==> src/rtl/vreg_wb_arb_if.sv <==
// vreg_wb_arb_if: writeback arbiter bus bundle (macro VREG_WB_RR_EN selects arbitration in vreg_wb_arb)
//   alu_*     : ALU writeback request (valid/ready, addr, len, data)
//   mem_*     : memory-load writeback request (valid/ready, addr, len, data)
//   wEn..wData: vector register file write port
//   alloc_*   : issue-stage pending-write allocation
//   busy      : per-register pending-write scoreboard
//   unalloc_wr: sticky flag for writes to non-pending registers
//   modport slave is the arbiter's view, modport master the requesters'/environment's view
interface vreg_wb_arb_if #(
   parameter int DATA_W = 256,
   parameter int LEN_W  = 4
);
   logic              alu_valid;
   logic              alu_ready;
   logic [3:0]        alu_addr;
   logic [LEN_W-1:0]  alu_len;
   logic [DATA_W-1:0] alu_data;
   logic              mem_valid;
   logic              mem_ready;
   logic [3:0]        mem_addr;
   logic [LEN_W-1:0]  mem_len;
   logic [DATA_W-1:0] mem_data;
   logic              wEn;
   logic [3:0]        wAddr;
   logic [LEN_W-1:0]  wLen;
   logic [DATA_W-1:0] wData;
   logic              alloc_en;
   logic [3:0]        alloc_addr;
   logic [15:0]       busy;
   logic              unalloc_wr;
   modport slave (
      input  alu_valid, alu_addr, alu_len, alu_data,
      input  mem_valid, mem_addr, mem_len, mem_data,
      input  alloc_en, alloc_addr,
      output alu_ready, mem_ready, wEn, wAddr, wLen, wData, busy, unalloc_wr
   );
   modport master (
      output alu_valid, alu_addr, alu_len, alu_data,
      output mem_valid, mem_addr, mem_len, mem_data,
      output alloc_en, alloc_addr,
      input  alu_ready, mem_ready, wEn, wAddr, wLen, wData, busy, unalloc_wr
   );
endinterface

==> src/rtl/vreg_wb_arb.sv <==
// vreg_wb_arb: two-requester vector register writeback arbiter with pending-write scoreboard
//   clk   : rising-edge clock
//   rst_n : asynchronous active-low reset
//   bus   : vreg_wb_arb_if.slave (ALU/MEM requests, register file write port, alloc, busy, unalloc_wr)
//   Macro VREG_WB_RR_EN: defined -> round-robin between ALU and MEM; undefined -> ALU fixed priority
module vreg_wb_arb #(
   parameter int DATA_W = 256,
   parameter int LEN_W  = 4
) (
   input logic          clk,
   input logic          rst_n,
   vreg_wb_arb_if.slave bus
);
   logic              alu_gnt;
   logic              mem_gnt;
   logic              xfer;
   logic [3:0]        sel_addr;
   logic              wen_q, wen_d;
   logic [3:0]        waddr_q, waddr_d;
   logic [LEN_W-1:0]  wlen_q, wlen_d;
   logic [DATA_W-1:0] wdata_q, wdata_d;
   logic [15:0]       busy_q, busy_d;
   logic              unalloc_q, unalloc_d;
`ifdef VREG_WB_RR_EN
   // set when MEM won the last transfer; resets high so the ALU wins the first contest
   logic              last_mem_q, last_mem_d;
`endif
   always_comb begin
`ifdef VREG_WB_RR_EN
      alu_gnt = rst_n & bus.alu_valid & (~bus.mem_valid | last_mem_q);
`else
      alu_gnt = rst_n & bus.alu_valid;
`endif
      mem_gnt = rst_n & bus.mem_valid & ~alu_gnt;
      xfer = alu_gnt | mem_gnt;
      sel_addr = alu_gnt ? bus.alu_addr : bus.mem_addr;
      wen_d = xfer;
      waddr_d = xfer ? sel_addr : waddr_q;
      wlen_d = xfer ? (alu_gnt ? bus.alu_len : bus.mem_len) : wlen_q;
      wdata_d = xfer ? (alu_gnt ? bus.alu_data : bus.mem_data) : wdata_q;
      // alloc is OR-ed after the commit clear so a new producer wins a same-cycle collision
      busy_d = (busy_q & ~(wen_q ? 16'(1) << waddr_q : 16'h0)) |
               (bus.alloc_en ? 16'(1) << bus.alloc_addr : 16'h0);
      unalloc_d = unalloc_q | (xfer & ~busy_q[sel_addr]);
`ifdef VREG_WB_RR_EN
      last_mem_d = xfer ? mem_gnt : last_mem_q;
`endif
   end
   always_ff @(posedge clk or negedge rst_n) begin
      if (!rst_n) begin
         wen_q <= 1'b0;
         waddr_q <= '0;
         wlen_q <= '0;
         wdata_q <= '0;
         busy_q <= '0;
         unalloc_q <= 1'b0;
`ifdef VREG_WB_RR_EN
         last_mem_q <= 1'b1;
`endif
      end else begin
         wen_q <= wen_d;
         waddr_q <= waddr_d;
         wlen_q <= wlen_d;
         wdata_q <= wdata_d;
         busy_q <= busy_d;
         unalloc_q <= unalloc_d;
`ifdef VREG_WB_RR_EN
         last_mem_q <= last_mem_d;
`endif
      end
   end
   assign bus.alu_ready = alu_gnt;
   assign bus.mem_ready = mem_gnt;
   assign bus.wEn = wen_q;
   assign bus.wAddr = waddr_q;
   assign bus.wLen = wlen_q;
   assign bus.wData = wdata_q;
   assign bus.busy = busy_q;
   assign bus.unalloc_wr = unalloc_q;
endmodule

==> src/flat_wrapper.sv <==
// flat-port wrapper written by rule: the top's interface ports become plain ports
module vreg_wb_arb_flat 
#(
   parameter int DATA_W = 256,
   parameter int LEN_W  = 4
)
  (clk, rst_n, bus_alu_valid, bus_alu_addr, bus_alu_len, bus_alu_data, bus_mem_valid, bus_mem_addr, bus_mem_len, bus_mem_data, bus_alloc_en, bus_alloc_addr, bus_alu_ready, bus_mem_ready, bus_wEn, bus_wAddr, bus_wLen, bus_wData, bus_busy, bus_unalloc_wr);
  vreg_wb_arb_if #(.DATA_W(DATA_W), .LEN_W(LEN_W)) bus_i ();
  input logic clk;
  input logic rst_n;
  input wire logic [$bits(bus_i.alu_valid)-1:0] bus_alu_valid;
  input wire logic [$bits(bus_i.alu_addr)-1:0] bus_alu_addr;
  input wire logic [$bits(bus_i.alu_len)-1:0] bus_alu_len;
  input wire logic [$bits(bus_i.alu_data)-1:0] bus_alu_data;
  input wire logic [$bits(bus_i.mem_valid)-1:0] bus_mem_valid;
  input wire logic [$bits(bus_i.mem_addr)-1:0] bus_mem_addr;
  input wire logic [$bits(bus_i.mem_len)-1:0] bus_mem_len;
  input wire logic [$bits(bus_i.mem_data)-1:0] bus_mem_data;
  input wire logic [$bits(bus_i.alloc_en)-1:0] bus_alloc_en;
  input wire logic [$bits(bus_i.alloc_addr)-1:0] bus_alloc_addr;
  output wire logic [$bits(bus_i.alu_ready)-1:0] bus_alu_ready;
  output wire logic [$bits(bus_i.mem_ready)-1:0] bus_mem_ready;
  output wire logic [$bits(bus_i.wEn)-1:0] bus_wEn;
  output wire logic [$bits(bus_i.wAddr)-1:0] bus_wAddr;
  output wire logic [$bits(bus_i.wLen)-1:0] bus_wLen;
  output wire logic [$bits(bus_i.wData)-1:0] bus_wData;
  output wire logic [$bits(bus_i.busy)-1:0] bus_busy;
  output wire logic [$bits(bus_i.unalloc_wr)-1:0] bus_unalloc_wr;
  assign bus_i.alu_valid = bus_alu_valid;
  assign bus_i.alu_addr = bus_alu_addr;
  assign bus_i.alu_len = bus_alu_len;
  assign bus_i.alu_data = bus_alu_data;
  assign bus_i.mem_valid = bus_mem_valid;
  assign bus_i.mem_addr = bus_mem_addr;
  assign bus_i.mem_len = bus_mem_len;
  assign bus_i.mem_data = bus_mem_data;
  assign bus_i.alloc_en = bus_alloc_en;
  assign bus_i.alloc_addr = bus_alloc_addr;
  assign bus_alu_ready = bus_i.alu_ready;
  assign bus_mem_ready = bus_i.mem_ready;
  assign bus_wEn = bus_i.wEn;
  assign bus_wAddr = bus_i.wAddr;
  assign bus_wLen = bus_i.wLen;
  assign bus_wData = bus_i.wData;
  assign bus_busy = bus_i.busy;
  assign bus_unalloc_wr = bus_i.unalloc_wr;
  vreg_wb_arb #(.DATA_W(DATA_W), .LEN_W(LEN_W)) u_core (.clk(clk), .rst_n(rst_n), .bus(bus_i));
endmodule
==> config.mk <==
export PLATFORM = sky130hd
export DESIGN_NAME = vreg_wb_arb_flat
export DESIGN_NICKNAME = d
export VERILOG_FILES = /design/src/rtl/vreg_wb_arb_if.sv /design/src/rtl/vreg_wb_arb.sv /design/src/flat_wrapper.sv
export SDC_FILE = /design/constraint.sdc
export NUM_CORES = 1
export LEC_CHECK = 0
export CAP_MARGIN = 20
export CELL_PAD_IN_SITES_DETAIL_PLACEMENT = 0
export CELL_PAD_IN_SITES_GLOBAL_PLACEMENT = 2
export CORE_AREA = 2 2 320 322
export CTS_CLUSTER_DIAMETER = 150
export DETAILED_ROUTE_END_ITERATION = 16
export DIE_AREA = 0 0 322 324
export DONT_BUFFER_PORTS = 1
export GPL_TIMING_DRIVEN = 0
export HOLD_SLACK_MARGIN = 0.02
export PLACE_DENSITY = 0.38
export RECOVER_POWER = 25
export SETUP_SLACK_MARGIN = 0.15
export SYNTH_ARGS = -nofsm -noshare
export SYNTH_HDL_FRONTEND = slang
export SYNTH_SLANG_ARGS = --single-unit
==> constraint.sdc <==
create_clock -name clk -period 1.55 [get_ports clk]
set_input_delay 0.31 -clock clk [delete_from_list [all_inputs] [get_ports clk]]
set_output_delay 0.31 -clock clk [all_outputs]
set_load 0.1 [all_outputs]
==> metrics.md, run 1 <==
| Metric | Value |
|---|---|
| CP startpoint kind | primary input |
| IO Pins | 821 |
| Max-Cap Viols | 0 |
| First-pass GRT wire length | about 110,000 µm |
| Share of the yosys chip area belonging to registers | 54.9% |
| Cells after DPL | 2,862 |
| Critical setup path kind | primary input to output port |
| Initial antenna violation count | 8 |
| Unrepaired setup endpoints after global routing | true |
| Die H | 324 µm |
| Layout Cells excl Fill | 3,471 |
| Post-synth ARST share | 100% |
| Max VDD drop | 0.580 mV |
| Final core utilization | approximately 22% |
| Fmax | between 600 and 700 MHz |
| Status | finished, violations left |
| Vias | 13,825 |
| R2R setup slack | -40 ps |
| Post-DP HPWL | 58,100 µm |
| Die X | 322 µm |
| Pre-Repair DR Iteration Count | 6 |
| Synth top area share | 54.9% |
| Worst setup EP type | output port |
| Period utilisation layout | 104% |
| Reg-to-Reg Start | u_core.bus.busy[15]$_DFF_PN0_ |
| Syn_nets | 2,087 |
| Post-synthesis simple-gate area fraction | 24.7% |
| Crit path required time | 1240 ps |
| Syn Inst Count | 1,550 |
| Final setup fails | 7 |
| Crit Reg-Reg Endpoint | u_core.bus.unalloc_wr$_DFF_PN0_ |
| Synth area leaders | dfrtp_1 (55%), nand2_1 (16%), a31oi_1 (13%) |
| Worst Setup SP | rst_n |
| Critical path arrival | 1300 ps |
| IO buf count | 0 |
| Fraction of layout cells with a size suffix above 1 | between 20% and 30% |
| Mean post-synth cell area | 8.29 µm² |
| Synth cell count leaders | nand2_1 (533), dfrtp_1 (282), a31oi_1 (263), nor2_1 (263), buf_2 (69) |
| Fin. max-slew vios | 0 |
| Most common cell in the synthesized netlist | nand2_1 |
| Vias in the first global route | roughly 15,000 |
| Clk slew on worst S/H paths | roughly 50 ps |
| Fin. Hold Viols | 282 |
| Drt initial violations | 607 |
| H-tree levels | 2 |
| Vias per cell | 3.98 |
| Final setup skew | 4.84 ps |
| Post-route setup slack | -60.2 ps |
| WHS | -564 ps |
| Pre-CTS setup slack | -1500 ps |
| Synth cell types | 37 |
| Wire length per cell | 22.1 µm |
| Synth area leader | dfrtp_1 |
| Worst min path class | primary input to asynchronous set/reset pin |
| Total clock buffers created by CTS | 40 |
| Yosys reg bits | between 200 and 300 |
| Leakage power | 8.57 nW |
| Die ar. | 104,000 µm² |
| Routed wire length | about 77,000 µm |
| CTS tree | done |
| Worst skew pair latency | slightly below 600 ps |
| Post-synth EDFFs | 0 |
| Mux cell area share after synthesis | 0.166% |
| CP Max Fanout | 286 |
| Worst Setup EP | bus_alu_ready |
| Antenna Nets Post-Route | 0 |
| Worst Reg-to-Reg Cells | 5 |
| Tmin final | 1610 ps |
| Violated checks | hold timing, setup timing |
| Synth-to-Final Area Change | 75.2% |
| Hold buffer count at cts | ~530 |
| Power per cell area | 1410 nW/µm² |
| DRC viols | 0 |
| XOR/XNOR share of the synthesized area | 0% |
| GPL Wtd Cong | about 0.8 |
| CTS Sinks | 282 |
| Fin Setup TNS | -147 ps |
| Overflow after GRT | 0 |
| Nets | 2,667 |
| Main combinational cell family by area after synthesis | simple AND/OR/NAND/NOR gates |
| CTS root buf | clkbuf_16 |
| Largest net degree at the start of global routing | about 290 |
| Post-Syn Area | 12,800 µm² |
| Warnings, synthesis | 0 |
| Synth Area in Compound Gates | 15.7% |
| Actual slew at the worst max-slew pin | 823 ps |
| Clock tree buffer depth | 3 |
| Worst slew margin | 45.1% |
| Adder-Cell Fraction of Synth Area | 0% |
| Top FF cell, synth | dfrtp_1 |
| Initial Util | 12.7% |
| Post-route cell area | 22,500 µm² |
| Total power | between 30 and 40 mW |
| Tot GR Track Use | 13.9% |
| Site row count | around 120 |
| Core area | 101,000 µm² |
| Post-DP Area | 14,600 µm² |
## placed cells by master, fill, tap and decap left out, drive strengths merged, types with 2 or more instances in the layout
cell	count
a211oi	2
a21bo	2
a21boi	4
a21oi	3
a31oi	263
and3	8
buf	79
bufinv	2
clkbuf	106
clkinv	7
dfrtp	282
diode	6
dlygate4sd3	532
inv	2
nand2	533
nand2b	4
nand3	4
nand3b	5
nor2	263
o21ai	36
o22ai	2
o32ai	2
or2	2
or3b	2
## flip-flops by register name, summed over array words and instances, names as in the netlist
signal,flops
u_core.bus.busy,16
u_core.bus.wEn,1
u_core.bus.unalloc_wr,1
u_core.bus.wAddr,4
u_core.bus.wData,256
u_core.bus.wLen,4
## final cells by class
type / count / area [µm²]
inverter: 3 / 23.8
clock buffer: 60 / 1160
buffer: 118 / 781
antenna: 6 / 15.0
tap: 1309 / 1640
multi-input combinational: 1146 / 5280
fill: 11178 / 78500
sequential: 282 / 8110
clock inverter: 8 / 90.1
timing repair buffer: 539 / 5420
## how the worst min path moves through the flow
stage | startpoint | endpoint | slack (ps)
6_report | rst_n | u_core.bus.wData[163]$_DFFE_PN0P_ | -560
2_1_floorplan | rst_n | u_core.bus.busy[0]$_DFF_PN0_ | 10
3_5_place_dp | rst_n | u_core.bus.wData[163]$_DFFE_PN0P_ | 20
5_1_grt | rst_n | u_core.bus.wData[163]$_DFFE_PN0P_ | -610
3_3_place_gp | rst_n | u_core.bus.wData[176]$_DFFE_PN0P_ | 20
4_1_cts | rst_n | u_core.bus.wData[163]$_DFFE_PN0P_ | -630
## cells by family after synthesis
group / Yosys count
mux: 2
simple gates: 823
buf+inv: 122
flops: 282
compound gates: 321
## layer usage
metal  share of wire (%)  global-route usage, %  vias to the layer above  routed length [µm]
met2                  52                   25.7                      546               39800
met4                 3.0                   5.05                        6                2270
met1                  37                   14.8                     6785               28600
met5               0.064                      0                        -                  49
met3                 7.6                   4.25                      103                5850
li1                    -                      -                     6385                   -
## where the power goes
part | switching, mW | total, mW | leakage (nW) | internal [mW]
sequential | 9.43 | 18.6 | 2.96 | 9.13
clock | 3.79 | 9.24 | 0.616 | 5.45
combinational | 1.93 | 3.88 | 5.00 | 1.95
total | 15.1 | 31.7 | 8.57 | 16.5
## critical path: stages
cell,delay [ps]
buf_12,320
nand2_8,80
clkinv_8,100
clkbuf_16,220
## repair_timing
action                                  in CTS  in global routing
hold endpoints to repair                   562                282
setup buffers                                3                  0
resized for setup                          603                 89
pin swaps                                    1                  9
endpoints found under the setup margin     563                528
gates cloned                                 1                  0
(Power assumes the default switching activity.)
==> run 2, diff against run 1 <==
--- a/config.mk
+++ b/config.mk
@@ -5,7 +5,7 @@
 export SDC_FILE = /design/constraint.sdc
 export NUM_CORES = 1
 export LEC_CHECK = 0
-export CAP_MARGIN = 20
+export CAP_MARGIN = 30
 export CELL_PAD_IN_SITES_DETAIL_PLACEMENT = 0
 export CELL_PAD_IN_SITES_GLOBAL_PLACEMENT = 2
 export CORE_AREA = 2 2 320 322
==> metrics.md, run 2 (same netlist as run 1, synthesis figures left out) <==
| Metric | Value |
|---|---|
| CP peak stage delay | approximately 630 ps |
| Crit path buffers/inverters | 0 |
| Total clock buffers created by CTS | 40 |
| Cells after DPL | 2,872 |
| Drt initial violations | approximately 600 |
| CP Depth | 5 |
| Worst Reg-to-Reg Cells | 5 |
| Max VDD drop | between 0.5 and 0.6 mV |
| Vias in the first global route | about 15,000 |
| CTS root buf | clkbuf_16 |
| Core area | 101,000 µm² |
| Tot GR Track Use | 13.9% |
| Post-DP Area | 14,800 µm² |
| Fmax | around 630 MHz |
| Largest net degree at the start of global routing | roughly 290 |
| Worst skew pair latency | 570 ps |
| Reg-to-Reg Start | u_core.bus.busy[15]$_DFF_PN0_ |
| First-pass GRT wire length | 106,000 µm |
| CP Max Fanout | 4 |
| Leakage power | 8.65 nW |
| Post-route cell area | approximately 23,000 µm² |
| Worst setup EP type | register |
| Antenna Nets Post-Route | 0 |
| Fraction of layout cells with a size suffix above 1 | approximately 22% |
| Layout Cells excl Fill | 3,479 |
| Fin. Hold Viols | 282 |
| Final core utilization | between 20 and 25% |
| Unrepaired setup endpoints after global routing | true |
| Worst min path class | primary input to asynchronous set/reset pin |
| DRC viols | 0 |
| Fin Setup TNS | -92.9 ps |
| Crit path required time | 2040 ps |
| Vias per cell | 4.00 |
| Status | finished, violations left |
| Wire length per cell | 22.0 µm |
| Fin. max-slew vios | 0 |
| R2R setup slack | -40 ps |
| CP startpoint kind | register |
| Worst slew margin | 50.2% |
| Routed wire length | 76,600 µm |
| IO Pins | 821 |
| Fillers | 11,173 |
| Commonest non-fill, non-tap cells in the layout | dlygate4sd3_1 (531), nand2_1 (530), dfrtp_4 (276), a31oi_1 (263), nor2_1 (263) |
| Total power | 31.8 mW |
| Violated checks | hold timing, setup timing |
| Period utilisation layout | 103% |
| H-tree levels | 2 |
| Crit Reg-Reg Endpoint | u_core.bus.unalloc_wr$_DFF_PN0_ |
| Nets | 2,679 |
| Initial Util | between 10% and 20% |
| Pre-CTS setup slack | -1150 ps |
| Final setup fails | 5 |
| CTS Sinks | 282 |
| Actual slew at the worst max-slew pin | 747 ps |
| WHS | -565 ps |
| Vias | 13,899 |
| Worst Setup EP | u_core.bus.unalloc_wr$_DFF_PN0_ |
| Power per cell area | ~1400 nW/µm² |
| GPL Wtd Cong | 0.799 |
| Clk slew on worst S/H paths | 60 ps |
| Max reg flops | about 260 |
| Commonest non-fill, non-tap cell in the layout | dlygate4sd3_1 |
| Tmin final | 1590 ps |
| Clock tree buffer depth | 3 |
| Post-route setup slack | -41.9 ps |
| CP max stage cell | dfrtp_4 |
| Die ar. | 104,000 µm² |
| Worst Setup SP | u_core.bus.busy[15]$_DFF_PN0_ |
| Die X | 322 µm |
| Critical path arrival | 2080 ps |
| Hold buffer count at cts | 531 |
| Die H | 324 µm |
| Site row count | 117 |
| CP top delay family | flip-flops |
| Max-Cap Viols | 0 |
| IO buf count | 0 |
| Pre-Repair DR Iteration Count | 5 |
| Synth-to-Final Area Change | 76.4% |
| CTS tree | done |
| Post-DP HPWL | about 58,000 µm |
| Final setup skew | 10.2 ps |
| Overflow after GRT | 0 |
| Critical setup path kind | register to register |
| Initial antenna violation count | 7 |
| Worst path cell trace | and2_4 > a221o_1 > o32ai_2 > mux2i_1 > o211ai_2 |
[run 2: cell types whose count changed in the layout (fill, tap and decap cells not counted), sizes merged]
cell / change
inv: +1
dlygate4sd3: -1
buf: +8
diode: -4
bufinv: -1
clkinv: -3
clkbuf: +8
[run 2: what timing repair did]
action                                  4_1_cts  5_1_grt
pin swaps                                     1        8
cloned                                        1        0
endpoints found under the setup margin      563      465
gates resized for setup                     594       73
buffers inserted                              3        3
hold endpoints to repair                    562      282
[run 2: layout make-up]
| cell class | instances | area (µm²) | area share, % |
|---|---|---|---|
| plain buffers | 118 | 764 | 3.37 |
| clock buffers | 63 | 1220 | 5.38 |
| inverters | 3 | 23.8 | 0.105 |
| flip-flops and latches | 282 | 8100 | 35.7 |
| multi-input cells | 1146 | 5270 | 23.2 |
| repair buffers | 551 | 5600 | 24.7 |
| diodes | 2 | 5.00 | 0.0221 |
| well taps | 1309 | 1640 | 7.23 |
| clock inverters | 5 | 53.8 | 0.237 |
[run 2: where the power goes]
| group | total, mW | internal, mW | switching [mW] | leakage, nW |
|---|---|---|---|---|
| Sequential | 18.4 | 9.12 | 9.28 | 2.96 |
| Clock | 9.26 | 5.52 | 3.74 | 0.628 |
| Combinational | 4.14 | 2.04 | 2.10 | 5.07 |
| Total | 31.8 | 16.7 | 15.1 | 8.65 |
[run 2: worst min path at each step]
stage,startpoint,end,cells after the start
final,rst_n,u_core.bus.wData[163]$_DFFE_PN0P_,0
after global routing,rst_n,u_core.bus.wData[137]$_DFFE_PN0P_,0
after floorplan,rst_n,u_core.bus.busy[0]$_DFF_PN0_,0
after global placement,rst_n,u_core.bus.wData[176]$_DFFE_PN0P_,0
after CTS,rst_n,u_core.bus.wData[166]$_DFFE_PN0P_,0
after detailed placement,rst_n,u_core.bus.wData[163]$_DFFE_PN0P_,0
[run 2: metal layers]
metal  track usage, %  routed length (µm)
met4             4.65                2180
met3             4.16                5740
met5                0                  82
met1             14.9               28700
met2             26.0               39900
